<file path="src/rtl/sync_fifo_if.sv">
// sync_fifo_if: handshake and status bundle for sync_fifo.
//   master : producer/consumer side (drives flush, wr_*, rd_en, clr_err)
//   slave  : FIFO side (drives rd_data, rd_valid, status flags, count, error flags)
interface sync_fifo_if #(
    parameter int unsigned DATA_W     = 4,
    parameter int unsigned DEPTH_LOG2 = 2
);
    logic                  flush;
    logic                  wr_en;
    logic [DATA_W-1:0]     wr_data;
    logic                  rd_en;
    logic [DATA_W-1:0]     rd_data;
    logic                  rd_valid;
    logic                  full;
    logic                  empty;
    logic                  almost_full;
    logic                  almost_empty;
    logic [DEPTH_LOG2:0]   count;
    logic                  overflow;
    logic                  underflow;
    logic                  clr_err;

    modport master (
        output flush, wr_en, wr_data, rd_en, clr_err,
        input  rd_data, rd_valid, full, empty, almost_full, almost_empty, count,
               overflow, underflow
    );

    modport slave (
        input  flush, wr_en, wr_data, rd_en, clr_err,
        output rd_data, rd_valid, full, empty, almost_full, almost_empty, count,
               overflow, underflow
    );
endinterface

</file>
<file path="src/rtl/sync_fifo.sv">
// sync_fifo: single-clock FIFO with registered read data, threshold flags,
// synchronous flush and sticky overflow/underflow flags.
//   clk : rising-edge clock
//   rst : asynchronous active-high reset
//   bus : sync_fifo_if slave modport (write/read handshake, status, errors)
module sync_fifo #(
    parameter int unsigned DATA_W        = 4,
    parameter int unsigned DEPTH_LOG2    = 2,
    parameter int unsigned AFULL_THRESH  = (2 ** DEPTH_LOG2) - 1,
    parameter int unsigned AEMPTY_THRESH = 1
) (
    input logic          clk,
    input logic          rst,
    sync_fifo_if.slave   bus
);
    localparam int unsigned DEPTH = 2 ** DEPTH_LOG2;
    localparam int unsigned CW    = DEPTH_LOG2 + 1;

    localparam logic [CW-1:0] DepthC  = CW'(DEPTH);
    localparam logic [CW-1:0] AfullC  = CW'(AFULL_THRESH);
    localparam logic [CW-1:0] AemptyC = CW'(AEMPTY_THRESH);

    // Storage is never reset; pointers and count alone define validity.
    logic [DATA_W-1:0] mem [DEPTH];

    logic [DEPTH_LOG2-1:0] wr_ptr_q, wr_ptr_d;
    logic [DEPTH_LOG2-1:0] rd_ptr_q, rd_ptr_d;
    logic [CW-1:0]         count_q, count_d;
    logic [DATA_W-1:0]     rd_data_q, rd_data_d;
    logic                  rd_valid_q, rd_valid_d;
    logic                  overflow_q, overflow_d;
    logic                  underflow_q, underflow_d;

    logic full, empty;
    logic wr_acc, rd_acc;

    assign full   = (count_q == DepthC);
    assign empty  = (count_q == '0);
    assign wr_acc = bus.wr_en && !full && !bus.flush;
    assign rd_acc = bus.rd_en && !empty && !bus.flush;

    always_comb begin
        wr_ptr_d    = wr_ptr_q;
        rd_ptr_d    = rd_ptr_q;
        count_d     = count_q;
        rd_data_d   = rd_data_q;
        rd_valid_d  = rd_acc;

        // Set wins over clear when both happen on the same edge.
        overflow_d  = (overflow_q && !bus.clr_err) || (bus.wr_en && full && !bus.flush);
        underflow_d = (underflow_q && !bus.clr_err) || (bus.rd_en && empty && !bus.flush);

        if (bus.flush) begin
            wr_ptr_d = '0;
            rd_ptr_d = '0;
            count_d  = '0;
        end else begin
            if (wr_acc) begin
                wr_ptr_d = wr_ptr_q + DEPTH_LOG2'(1);
            end
            if (rd_acc) begin
                rd_ptr_d  = rd_ptr_q + DEPTH_LOG2'(1);
                rd_data_d = mem[rd_ptr_q];
            end
            unique case ({wr_acc, rd_acc})
                2'b10:   count_d = count_q + CW'(1);
                2'b01:   count_d = count_q - CW'(1);
                default: count_d = count_q;
            endcase
        end
    end

    always_ff @(posedge clk or posedge rst) begin
        if (rst) begin
            wr_ptr_q    <= '0;
            rd_ptr_q    <= '0;
            count_q     <= '0;
            rd_data_q   <= '0;
            rd_valid_q  <= 1'b0;
            overflow_q  <= 1'b0;
            underflow_q <= 1'b0;
        end else begin
            wr_ptr_q    <= wr_ptr_d;
            rd_ptr_q    <= rd_ptr_d;
            count_q     <= count_d;
            rd_data_q   <= rd_data_d;
            rd_valid_q  <= rd_valid_d;
            overflow_q  <= overflow_d;
            underflow_q <= underflow_d;
        end
    end

    always_ff @(posedge clk) begin
        if (wr_acc) begin
            mem[wr_ptr_q] <= bus.wr_data;
        end
    end

    assign bus.rd_data      = rd_data_q;
    assign bus.rd_valid     = rd_valid_q;
    assign bus.count        = count_q;
    assign bus.full         = full;
    assign bus.empty        = empty;
    assign bus.almost_full  = (count_q >= AfullC);
    assign bus.almost_empty = (count_q <= AemptyC);
    assign bus.overflow     = overflow_q;
    assign bus.underflow    = underflow_q;
endmodule
</file>
<file path="src/flat_wrapper.sv">
// flat-port wrapper written by rule: the top's interface ports become plain ports
module sync_fifo_flat 
#(
    parameter int unsigned DATA_W        = 4,
    parameter int unsigned DEPTH_LOG2    = 2,
    parameter int unsigned AFULL_THRESH  = (2 ** DEPTH_LOG2) - 1,
    parameter int unsigned AEMPTY_THRESH = 1
)
  (clk, rst, bus_flush, bus_wr_en, bus_wr_data, bus_rd_en, bus_clr_err, bus_rd_data, bus_rd_valid, bus_full, bus_empty, bus_almost_full, bus_almost_empty, bus_count, bus_overflow, bus_underflow);
  sync_fifo_if #(.DATA_W(DATA_W), .DEPTH_LOG2(DEPTH_LOG2)) bus_i ();
  input logic clk;
  input logic rst;
  input wire logic [$bits(bus_i.flush)-1:0] bus_flush;
  input wire logic [$bits(bus_i.wr_en)-1:0] bus_wr_en;
  input wire logic [$bits(bus_i.wr_data)-1:0] bus_wr_data;
  input wire logic [$bits(bus_i.rd_en)-1:0] bus_rd_en;
  input wire logic [$bits(bus_i.clr_err)-1:0] bus_clr_err;
  output wire logic [$bits(bus_i.rd_data)-1:0] bus_rd_data;
  output wire logic [$bits(bus_i.rd_valid)-1:0] bus_rd_valid;
  output wire logic [$bits(bus_i.full)-1:0] bus_full;
  output wire logic [$bits(bus_i.empty)-1:0] bus_empty;
  output wire logic [$bits(bus_i.almost_full)-1:0] bus_almost_full;
  output wire logic [$bits(bus_i.almost_empty)-1:0] bus_almost_empty;
  output wire logic [$bits(bus_i.count)-1:0] bus_count;
  output wire logic [$bits(bus_i.overflow)-1:0] bus_overflow;
  output wire logic [$bits(bus_i.underflow)-1:0] bus_underflow;
  assign bus_i.flush = bus_flush;
  assign bus_i.wr_en = bus_wr_en;
  assign bus_i.wr_data = bus_wr_data;
  assign bus_i.rd_en = bus_rd_en;
  assign bus_i.clr_err = bus_clr_err;
  assign bus_rd_data = bus_i.rd_data;
  assign bus_rd_valid = bus_i.rd_valid;
  assign bus_full = bus_i.full;
  assign bus_empty = bus_i.empty;
  assign bus_almost_full = bus_i.almost_full;
  assign bus_almost_empty = bus_i.almost_empty;
  assign bus_count = bus_i.count;
  assign bus_overflow = bus_i.overflow;
  assign bus_underflow = bus_i.underflow;
  sync_fifo #(.DATA_W(DATA_W), .DEPTH_LOG2(DEPTH_LOG2), .AFULL_THRESH(AFULL_THRESH), .AEMPTY_THRESH(AEMPTY_THRESH)) u_core (.clk(clk), .rst(rst), .bus(bus_i));
endmodule
</file>
<file path="config.mk">
export PLATFORM = sky130hd
export DESIGN_NAME = sync_fifo_flat
export DESIGN_NICKNAME = d
export VERILOG_FILES = /design/src/rtl/sync_fifo_if.sv /design/src/rtl/sync_fifo.sv /design/src/flat_wrapper.sv
export SDC_FILE = /design/constraint.sdc
export NUM_CORES = 1
export LEC_CHECK = 0
export BUFFER_PORTS_ARGS = -buffer_cell sky130_fd_sc_hd__buf_2
export CAP_MARGIN = 40
export CORE_ASPECT_RATIO = 1.5
export CORE_MARGIN = 2
export CORE_UTILIZATION = 40
export DETAILED_ROUTE_END_ITERATION = 8
export PLACE_DENSITY = 0.6
export SYNTH_ARGS = -nofsm -noshare
export SYNTH_HDL_FRONTEND = slang
export SYNTH_SLANG_ARGS = --single-unit
</file>
<file path="constraint.sdc">
create_clock -name clk -period 3.7 [get_ports clk]
set_input_delay 0.37 -clock clk [delete_from_list [all_inputs] [get_ports clk]]
set_output_delay 0.37 -clock clk [all_outputs]
set_load 0.01 [all_outputs]
</file>
==> results of run 1 <==
cells in the mapped netlist, types with 3 or more instances:
| master | n |
|---|---|
| and2_1 | 4 |
| dfrtp_1 | 14 |
| edfxtp_1 | 16 |
| ha_1 | 8 |
| inv_1 | 10 |
| mux2_2 | 4 |
| mux4_2 | 4 |
| nand2_1 | 6 |
| nor2_1 | 9 |
| xnor2_1 | 3 |
power groups by stage:
stage               sequential [W]  clock [W]  combinational, W
finish                    0.000470   0.000243          0.000397
global route              0.000482   0.000263          0.000439
CTS                       0.000473   0.000250          0.000404
detailed placement        0.000480          0          0.000401
global placement          0.000475          0          0.000395
floorplan                 0.000479          0          0.000275
stage by stage:
stage                     area, µm²  utilization  instances  power (W)
final                          1630        0.485        172    0.00111
after global placement         1550        0.461        164   0.000870
after detailed placement       1550        0.461        164   0.000881
after global routing           1630        0.485        172    0.00118
after CTS                      1630        0.485        172    0.00113
after floorplan                1390            -        101   0.000754
critical path, stage by stage, from the launching register on:
cell	delay, ps
dfrtp_1	410
inv_1	120
ha_1	290
nand2_1	150
inv_1	100
buf_2	140
state kept, by name (all words and copies together) (netlist names):
name and flops:
u_core.rd_ptr_q 2, u_core.bus.overflow 1, u_core.wr_ptr_q 2, u_core.bus.underflow 1
u_core.bus.count 3, u_core.bus.rd_valid 1, u_core.bus.rd_data 4, u_core.mem 16
final timing paths:
check	slack, ps	to	cells past startpoint	from
max in group asynchronous	3200	u_core.wr_ptr_q[0]$_DFFE_PP0P_	2	rst
min in group clk	310	u_core.mem[1][3]$_DFFE_PP_	1	bus_wr_data[3]
worst max-delay path	1840	bus_full	5	u_core.bus.count[0]$_DFFE_PP0P_
worst min-delay path	130	u_core.bus.underflow$_DFF_PP0_	2	rst
worst max register to register	1890	u_core.mem[1][1]$_DFFE_PP_	6	u_core.bus.count[0]$_DFFE_PP0P_
worst min register to register	500	u_core.bus.rd_data[2]$_DFFE_PP0P_	1	u_core.bus.rd_data[2]$_DFFE_PP0P_
final cells by class:
cell class / count / area, µm²
Fill cell: 316 / 1720
Sequential cell: 30 / 831
Tap cell: 42 / 52.6
Timing Repair Buffer: 23 / 115
Inverter: 11 / 41.3
Clock inverter: 2 / 8.76
Clock buffer: 6 / 72.6
Multi-Input combinational cell: 58 / 505
logic make-up after synthesis:
| family | count (synthesis) |
|---|---|
| flops | 30 |
| fa+ha+maj | 8 |
| simple gates | 26 |
| xor+xnor | 5 |
| mux | 10 |
| buf+inv | 13 |
| compound gates | 9 |
metal layers:
layer  GRT usage  part of all wire  vias up
met2       0.257              0.56       27
met4      0.0842             0.036        0
met5           0                 0        -
li1            -                 -      406
met3      0.0490             0.059        9
met1       0.142              0.34      418
cell usage in the layout, fill, tap and decap left out, types with 2 or more instances in the layout:
cell and n:
inv_1 10, edfxtp_1 16, a21oi_1 2, mux2i_1 2
ha_1 8, clkbuf_8 5, mux2_2 4, nor2_1 9
o21ai_0 2, nand3_1 2, xor2_1 2, mux4_2 4
xnor2_1 3, buf_2 23, dfrtp_1 14, nand2_1 6
and2_1 4, o22ai_1 2
==> impl_metrics.csv, run 1 <==
group,metric,value,unit
outcome,status,"completed",
power,power_switching,0.000375,W
synthesis,synth_area_per_cell,13.7,µm²
floorplanning,start_util,0.413,
synthesis,synthAdderAreaFrac,0.0723,
drt,viasPerCell,5.00,
critical_path,end_kind,"primary output",
drt,wl_per_cell,14.3,µm
layout,area_delta_synth_final,17.4,%
layout,layout-drive-gt1-share,0.323,
floorplanning,rows,26,
layout,n_antenna_cell,0,
synthesis,yosys.area.top_type,"edfxtp_1",
drt,routed_wl,2460,µm
drt,drc_errors,0,
floorplanning,dieArea,3960,µm²
synthesis,synth-compound-area-share,0.0560,
drt,vias,860,
timing,fin_tns_setup,0,ps
clock_tree,numCtsBuffers,5,
layout,layout.nets,147,
power,p_seq_frac,0.424,
power,ir_worst_vdd,0.000413,V
synthesis,synth-simple-area-share,0.0930,
power,power.density,682,nW/µm²
global_routing,grt_pass1_vias,883,
clock_tree,post_cts_buffers,0,
clock_tree,clk_pin_slew_worst_paths,60,ps
floorplanning,die_h,76.1,µm
place,port_buffers,23,
critical_path,arrival,1490,ps
drt,ant_nets,0,
synthesis,synth_mux_area_frac,0.112,
timing,setup_viol,0,
clock_tree,clockBufferDepth,2,
timing,finalCriticalPeriod,1860,ps
timing,report.final.hold_viol_count,0,
synthesis,ys_types,26,
place,gp_congestion,0.818,
clock_tree,root_buffer,"clkbuf_8",
critical_path,startpoint_type,"flop",
global_routing,antenna_found_initial,0,
drt,drt_iter0_drc,11,
global_routing,track_usage,0.147,
synthesis,syn_nets,119,
synthesis,yosysSeqAreaShare,0.600,
timing,worst_slack,1840,ps
timing,max-slew-margin-rel,0.629,
clock_tree,cts.hold.buffers_added,0,
power,leakage,0.695,nW
floorplanning,die_width,52.0,µm
clock_tree,cts_resized,0,
power,clockPowerShare,0.219,
clock_tree,clk_latency,280,ps
synthesis,synth_edf_count,16,
global_routing,grt-ovfl-total,0,
global_routing,grt_start_max_net_pins,15,
synthesis,synth_top_area_share,0.347,
synthesis,synthXorXnorAreaFrac,0.0316,
power,power_frac_comb,0.357,
clock_tree,cts_num_sinks,30,
synthesis,async_flop_share,0.467,
critical_path,crit_type,"reg2out",
synthesis,synth_cells,101,
power,p_sw_frac,0.338,
timing,drv_slew,0,
synthesis,synth_top_family_by_area,"multiplexers",
run,cap_violations,0,
clock_tree,cts_tree,"built",
power,intPower,0.000735,W
clock_tree,ctsHtreeMaxLevel,2,
timing,period_share,0.502,
synthesis,ys_top_cells_by_area,"edfxtp_1 (35%), dfrtp_1 (25%), ha_1 (7.2%), mux4_2 (6.5%), mux2_2 (3.3%)",
global_routing,grt_pass1_wl,4110,µm
drt,first_pass_iters,4,
timing,fmax,539,MHz
synthesis,synth-seq-cells,30,
timing,fin_worst_skew,5.38,ps
floorplanning,num_io_pins,24,
timing,tightest_slew,555,ps
floorplanning,design.core.area,3350,µm²
timing,rsz0062_at_grt,"false",
place,pre_cts_slack,1890,ps
critical_path,critPathRequiredTime,3330,ps
worst_hold_path,hp-class,"in2async",
place,hpwl,1900,µm
synthesis,synth_warnings,0,
synthesis,netlist_area,1390,µm²
critical_path,crit_fanout,4,
timing,fin_worst_hold_slack,129,ps
synthesis,synth_ff_type,"edfxtp_1",
Power figures use the tool's default switching activity.
==> run 2: changes to the inputs <==
--- a/config.mk
+++ b/config.mk
@@ -11,7 +11,7 @@
 export CORE_MARGIN = 2
 export CORE_UTILIZATION = 40
 export DETAILED_ROUTE_END_ITERATION = 8
-export PLACE_DENSITY = 0.6
+export PLACE_DENSITY = 0.63
 export SYNTH_ARGS = -nofsm -noshare
 export SYNTH_HDL_FRONTEND = slang
 export SYNTH_SLANG_ARGS = --single-unit
==> constraint.sdc (replaced) <==
create_clock -name clk -period 1.5 [get_ports clk]
set_input_delay 0.15 -clock clk [delete_from_list [all_inputs] [get_ports clk]]
set_output_delay 0.15 -clock clk [all_outputs]
set_load 0.01 [all_outputs]
==> run 2 against run 1 <==
Effect of this change:
- the run now ends with setup timing left
- critical path depth increased by 2
- die area unchanged
- power increased to 3.1 times the previous value
- combinational power increased to 3.8 times the previous value
- global-route usage increased by 0.39 points
- clock-buffer cell count unchanged
- clock power increased to 3.2 times the previous value
- flip-flop and latch count unchanged
- sequential share of layout area decreased by 6.8 points
- clock skew increased by 1.1 ps
- via count increased by 7.9%
- setup slack got worse by 2000 ps
- critical path type is now reg2reg
==> impl_metrics.csv, run 2 (synthesis gave the netlist of run 1 again) <==
group,metric,value,unit
timing,fin_tns_setup,-332,ps
critical_path,cpMostUsedCell,"buf_6",
place,post_dp_cell_area,1630,µm²
global_routing,antenna_found_initial,0,
critical_path,critPathRequiredTime,1660,ps
drt,ant_nets,0,
outcome,status,"finished, violations left",
run,cap_violations,0,
layout,final_cells,185,
global_routing,grt-ovfl-total,0,
power,ir_worst_vdd,0.00103,V
layout,multi_input_area,604,µm²
place,dp_cells,170,
clock_tree,ctsHtreeMaxLevel,2,
drt,first_pass_iters,4,
global_routing,grt_pass1_wl,4220,µm
clock_tree,numCtsBuffers,5,
layout,mostFrequentLayoutCells,"buf_2 (22), edfxtp_1 (16), dfrtp_1 (13), buf_4 (8)",
layout,final_common_cell,"buf_2",
floorplanning,num_io_pins,24,
critical_path,r2r-end,"u_core.bus.count[2]$_DFFE_PP0P_",
critical_path,r2r_start,"u_core.bus.count[0]$_DFFE_PP0P_",
clock_tree,cts_num_sinks,30,
drt,drc_errors,0,
worst_hold_path,whs_endpoint,"u_core.mem[1][1]$_DFFE_PP_",
layout,layout.nets,160,
critical_path,crit_start,"u_core.bus.count[0]$_DFFE_PP0P_",
timing,worst_slack,-111,ps
place,pre_cts_slack,28.9,ps
clock_tree,clk_pin_slew_worst_paths,60,ps
critical_path,worstPathCellList,"buf_6 > inv_4 > ha_4 > buf_6 > a221oi_4 > o41ai_2 > a32o_1",
timing,rsz0062_at_grt,"true",
floorplanning,die_width,52.0,µm
worst_hold_path,hp-class,"in2reg",
floorplanning,start_util,0.413,
critical_path,slowest_stage,"dfrtp_2",
critical_path,arrival,1770,ps
critical_path,startpoint_type,"flop",
place,port_buffers,23,
floorplanning,design.core.area,3350,µm²
power,totalPowerFinal,0.00342,W
layout,layout-drive-gt1-share,0.503,
critical_path,critPathMaxStageDelay,380,ps
timing,fmax,621,MHz
critical_path,ff2ff_setup_slack,-110,ps
timing,setup_viol,5,
timing,max-slew-margin-rel,0.625,
place,hpwl,1930,µm
layout,n_fill_cell,285,
clock_tree,cts_tree,"built",
worst_hold_path,hold_path_depth,1,
timing,tightest_slew,562,ps
clock_tree,clk_latency,280,ps
global_routing,grt_pass1_vias,935,
drt,routed_wl,2690,µm
timing,finalCriticalPeriod,1610,ps
critical_path,crit_type,"reg2reg",
layout,regArea,832,µm²
layout,top_register,"u_core.mem",
critical_path,crit_fanout,4,
drt,wl_per_cell,14.5,µm
power,leakage,0.792,nW
drt,drt_iter0_drc,33,
layout,area_delta_synth_final,35.6,%
drt,viasPerCell,5.02,
global_routing,track_usage,0.151,
drt,vias,928,
layout,largest_register_ffs,16,
floorplanning,die_h,76.1,µm
clock_tree,clockBufferDepth,2,
place,gp_congestion,0.769,
power,power.density,1820,nW/µm²
worst_hold_path,min_from,"bus_wr_data[1]",
layout,final_area,1880,µm²
floorplanning,rows,26,
timing,fin_worst_skew,6.52,ps
clock_tree,root_buffer,"clkbuf_8",
timing,drv_slew,0,
critical_path,end_kind,"flop",
timing,report.final.hold_viol_count,0,
timing,period_share,1.07,
global_routing,grt_start_max_net_pins,15,
layout,n_antenna_cell,0,
outcome,violations,"setup timing",
floorplanning,dieArea,3960,µm²
critical_path,r2r_cells,7,
-- run 2: changes by cell type in the layout (fill, tap and decap cells not counted), sizes merged --
cell         delta
clkinv          -1
buf            +12
dlygate4sd3     +1
bufinv          +1
-- run 2: where the power goes --
group	switching [W]	total, W	internal, W
combinational	0.000731	0.00151	0.000780
clock	0.000279	0.000768	0.000489
sequential	0.000118	0.00115	0.00103
-- run 2: final cells by class --
type                       count  area share
clock buffer                   6      0.0386
clock inverter                 2      0.0180
inverter                      11      0.0247
multi-input combinational     58       0.322
sequential                    30       0.443
tap                           42      0.0280
timing repair buffer          36       0.126
-- run 2: critical path: cells and delay by family (launching register included) --
family | cells | cell delay (ps)
adder cells (fa/ha/maj) | 1 | 170
buffers and inverters | 3 | 250
AO/OA/AOI/OAI | 3 | 700
flip-flops | 1 | 380
-- run 2: timing repair --
item / in CTS / in global routing
resized for setup: 14 / 8
setup endpoints to repair: 1 / 26
setup buffers: 3 / 3
hold endpoints to repair: 14 / 0
hold buffers: 1 / 0
pin swaps: 7 / 3
-- run 2: stage by stage --
| step | util | hold WS, ps |
|---|---|---|
| 4_1_cts | 0.545 | 75.4 |
| 3_5_place_dp | 0.487 | 238 |
| 5_1_grt | 0.560 | 71.8 |
| 6_report | 0.560 | 84.4 |
| 3_3_place_gp | 0.487 | 224 |
| 2_1_floorplan | - | 39.2 |
-- run 2: routing by layer --
| metal | up-vias | track usage | share of wire |
|---|---|---|---|
| met5 | - | 0 | 0 |
| met4 | 0 | 0.0895 | 0.026 |
| met3 | 9 | 0.0529 | 0.047 |
| met2 | 25 | 0.267 | 0.57 |
| met1 | 460 | 0.139 | 0.35 |
| li1 | 434 | - | - |
-- run 2: worst max-delay path by stage --
stage,end,slack (ps),depth (start not counted)
floorplan,u_core.bus.count[2]$_DFFE_PP0P_,1,6
global placement,u_core.bus.rd_data[2]$_DFFE_PP0P_,40,2
detailed placement,u_core.bus.rd_data[1]$_DFFE_PP0P_,30,2
CTS,bus_almost_full,-80,6
global route,u_core.bus.count[2]$_DFFE_PP0P_,-160,7
finish,u_core.bus.count[2]$_DFFE_PP0P_,-110,7
==> run 3: changes to the inputs <==
--- a/config.mk
+++ b/config.mk
@@ -12,6 +12,7 @@
 export CORE_UTILIZATION = 40
 export DETAILED_ROUTE_END_ITERATION = 8
 export PLACE_DENSITY = 0.63
+export SETUP_SLACK_MARGIN = 0.1
 export SYNTH_ARGS = -nofsm -noshare
 export SYNTH_HDL_FRONTEND = slang
 export SYNTH_SLANG_ARGS = --single-unit
==> run 3 against run 2 <==
Effect of this change:
- the run still ends with setup timing left
- final area increased by 0.27%
- setup slack improved by 48 ps
- first-iteration DRC count shrank 30%
- die area is the same
- core utilization is 0.15 points higher
- combinational power grew 6%
- largest power group unchanged
- largest cell class unchanged
- clock skew about the same
- power down 3.5%
- sequential share of layout area down 0.12 points
- sequential power fell by 3%
- clock-buffer cell count grew 2
- critical path depth unchanged
==> impl_metrics.csv, run 3 (synthesis gave the netlist of run 1 again) <==
group,metric,value,unit
layout,multi_input_area,618,µm²
drt,viasPerCell,4.89,
floorplanning,num_io_pins,24,
critical_path,ff2ff_setup_slack,-60,ps
global_routing,grt_pass1_wl,4320,µm
timing,fin_worst_skew,6.50,ps
global_routing,grt_start_max_net_pins,15,
layout,largest_register_ffs,16,
clock_tree,root_buffer,"clkbuf_8",
drt,drc_errors,0,
layout,regArea,832,µm²
critical_path,critPathMaxStageDelay,410,ps
run,cap_violations,0,
clock_tree,clk_pin_slew_worst_paths,60,ps
critical_path,worstPathCellList,"buf_6 > inv_4 > ha_4 > nor2b_4 > a221oi_4 > o41ai_2 > a32o_1",
outcome,status,"finished, violations left",
critical_path,crit_type,"reg2reg",
drt,drt_iter0_drc,23,
place,pre_cts_slack,42.9,ps
place,port_buffers,23,
power,ir_worst_vdd,0.00117,V
drt,first_pass_iters,4,
critical_path,end_kind,"flop",
floorplanning,rows,26,
clock_tree,cts_num_sinks,30,
timing,report.final.hold_viol_count,0,
clock_tree,clk_latency,270,ps
floorplanning,die_width,52.0,µm
drt,wl_per_cell,14.6,µm
drt,routed_wl,2730,µm
clock_tree,cts_tree,"built",
global_routing,antenna_found_initial,0,
layout,mostFrequentLayoutCells,"buf_2 (22), edfxtp_1 (16), dfrtp_1 (13), buf_4 (10)",
timing,worst_slack,-62.7,ps
layout,final_common_cell,"buf_2",
critical_path,arrival,1730,ps
drt,ant_nets,0,
layout,layout.nets,162,
timing,period_share,1.04,
timing,rsz0062_at_grt,"true",
place,gp_congestion,0.784,
power,power.density,1760,nW/µm²
global_routing,track_usage,0.152,
critical_path,critPathRequiredTime,1660,ps
critical_path,slowest_stage,"dfrtp_2",
timing,drv_slew,0,
floorplanning,die_h,76.1,µm
timing,setup_viol,6,
global_routing,grt-ovfl-total,0,
layout,top_register,"u_core.mem",
layout,n_antenna_cell,0,
outcome,violations,"setup timing",
clock_tree,ctsHtreeMaxLevel,2,
clock_tree,numCtsBuffers,5,
power,totalPowerFinal,0.00331,W
critical_path,startpoint_type,"flop",
timing,max-slew-margin-rel,0.615,
drt,vias,915,
floorplanning,design.core.area,3350,µm²
layout,layout-drive-gt1-share,0.524,
floorplanning,dieArea,3960,µm²
floorplanning,start_util,0.413,
timing,finalCriticalPeriod,1560,ps
global_routing,grt_pass1_vias,950,
critical_path,crit_fanout,4,
place,hpwl,2010,µm
layout,n_fill_cell,291,
worst_hold_path,hp-class,"in2reg",
clock_tree,clockBufferDepth,2,
layout,area_delta_synth_final,36.0,%
timing,fin_tns_setup,-169,ps
timing,tightest_slew,576,ps
timing,fmax,640,MHz
layout,final_core_util,0.562,
power,leakage,0.795,nW
==> run 3: cell types whose count changed in the layout (fill, tap and decap cells not counted) <==
| cell | previous run | this run |
|---|---|---|
| inv_2 | 2 | 1 |
| nand2_4 | 0 | 1 |
| a21oi_2 | 1 | 2 |
| clkbuf_1 | 1 | 3 |
| a21oi_1 | 1 | 0 |
| inv_4 | 2 | 3 |
| nand2_1 | 6 | 4 |
| bufinv_16 | 1 | 0 |
| nand2_2 | 0 | 1 |
| buf_4 | 8 | 10 |
| clkinv_1 | 1 | 0 |
==> run 3: worst max-delay path, delay by kind of cell (launching register included) <==
kind | cells | cell delay (ps)
compound gates | 3 | 630
flops | 1 | 410
buf+inv | 2 | 170
fa+ha+maj | 1 | 160
simple gates | 1 | 70
==> run 3: path summary, 6_finish.rpt <==
kind,to,cells after the start,from
worst min-delay path,u_core.bus.overflow$_DFF_PP0_,2,bus_clr_err
worst min register to register,u_core.bus.rd_data[2]$_DFFE_PP0P_,1,u_core.bus.rd_data[2]$_DFFE_PP0P_
worst max-delay path,u_core.bus.count[2]$_DFFE_PP0P_,7,u_core.bus.count[0]$_DFFE_PP0P_
max in group asynchronous,u_core.bus.count[0]$_DFFE_PP0P_,3,rst
worst max register to register,u_core.bus.count[2]$_DFFE_PP0P_,7,u_core.bus.count[0]$_DFFE_PP0P_
min in group asynchronous,u_core.bus.underflow$_DFF_PP0_,3,rst
==> run 3: metrics by stage <==
stage | cell area [µm²] | hold WS [ps] | instances
after floorplan | 1430 | 39.2 | 101
after global placement | 1640 | 236 | 171
after detailed placement | 1640 | 239 | 171
after CTS | 1830 | 65.0 | 185
after global routing | 1880 | 70.5 | 187
final | 1880 | 76.9 | 187
==> run 3: layout make-up <==
cell class	count	area share
inverter	11	0.0259
sequential	30	0.442
tap	42	0.0279
timing repair buffer	38	0.134
clock buffer	8	0.0425
multi-input combinational	58	0.328
==> run 3: power by group <==
group          total, W  switching, W  internal, W
registers       0.00111     0.0000874      0.00103
clock network  0.000592      0.000264     0.000328
logic           0.00160      0.000772     0.000826
total           0.00331       0.00112      0.00218
==> run 3: metal layers <==
layer | track usage | share of wire | vias to the layer above
li1 | - | - | 438
met1 | 0.141 | 0.33 | 451
met2 | 0.280 | 0.60 | 20
met3 | 0.0451 | 0.042 | 6
met4 | 0.0789 | 0.021 | 0
met5 | 0 | 0 | -
==> run 3: what timing repair did <==
item,4_1_cts,5_1_grt
endpoints found under the setup margin,9,28
hold buffers,1,0
pin swaps,8,6
setup buffers,5,2
endpoints found under the hold margin,14,0
resized for setup,14,10
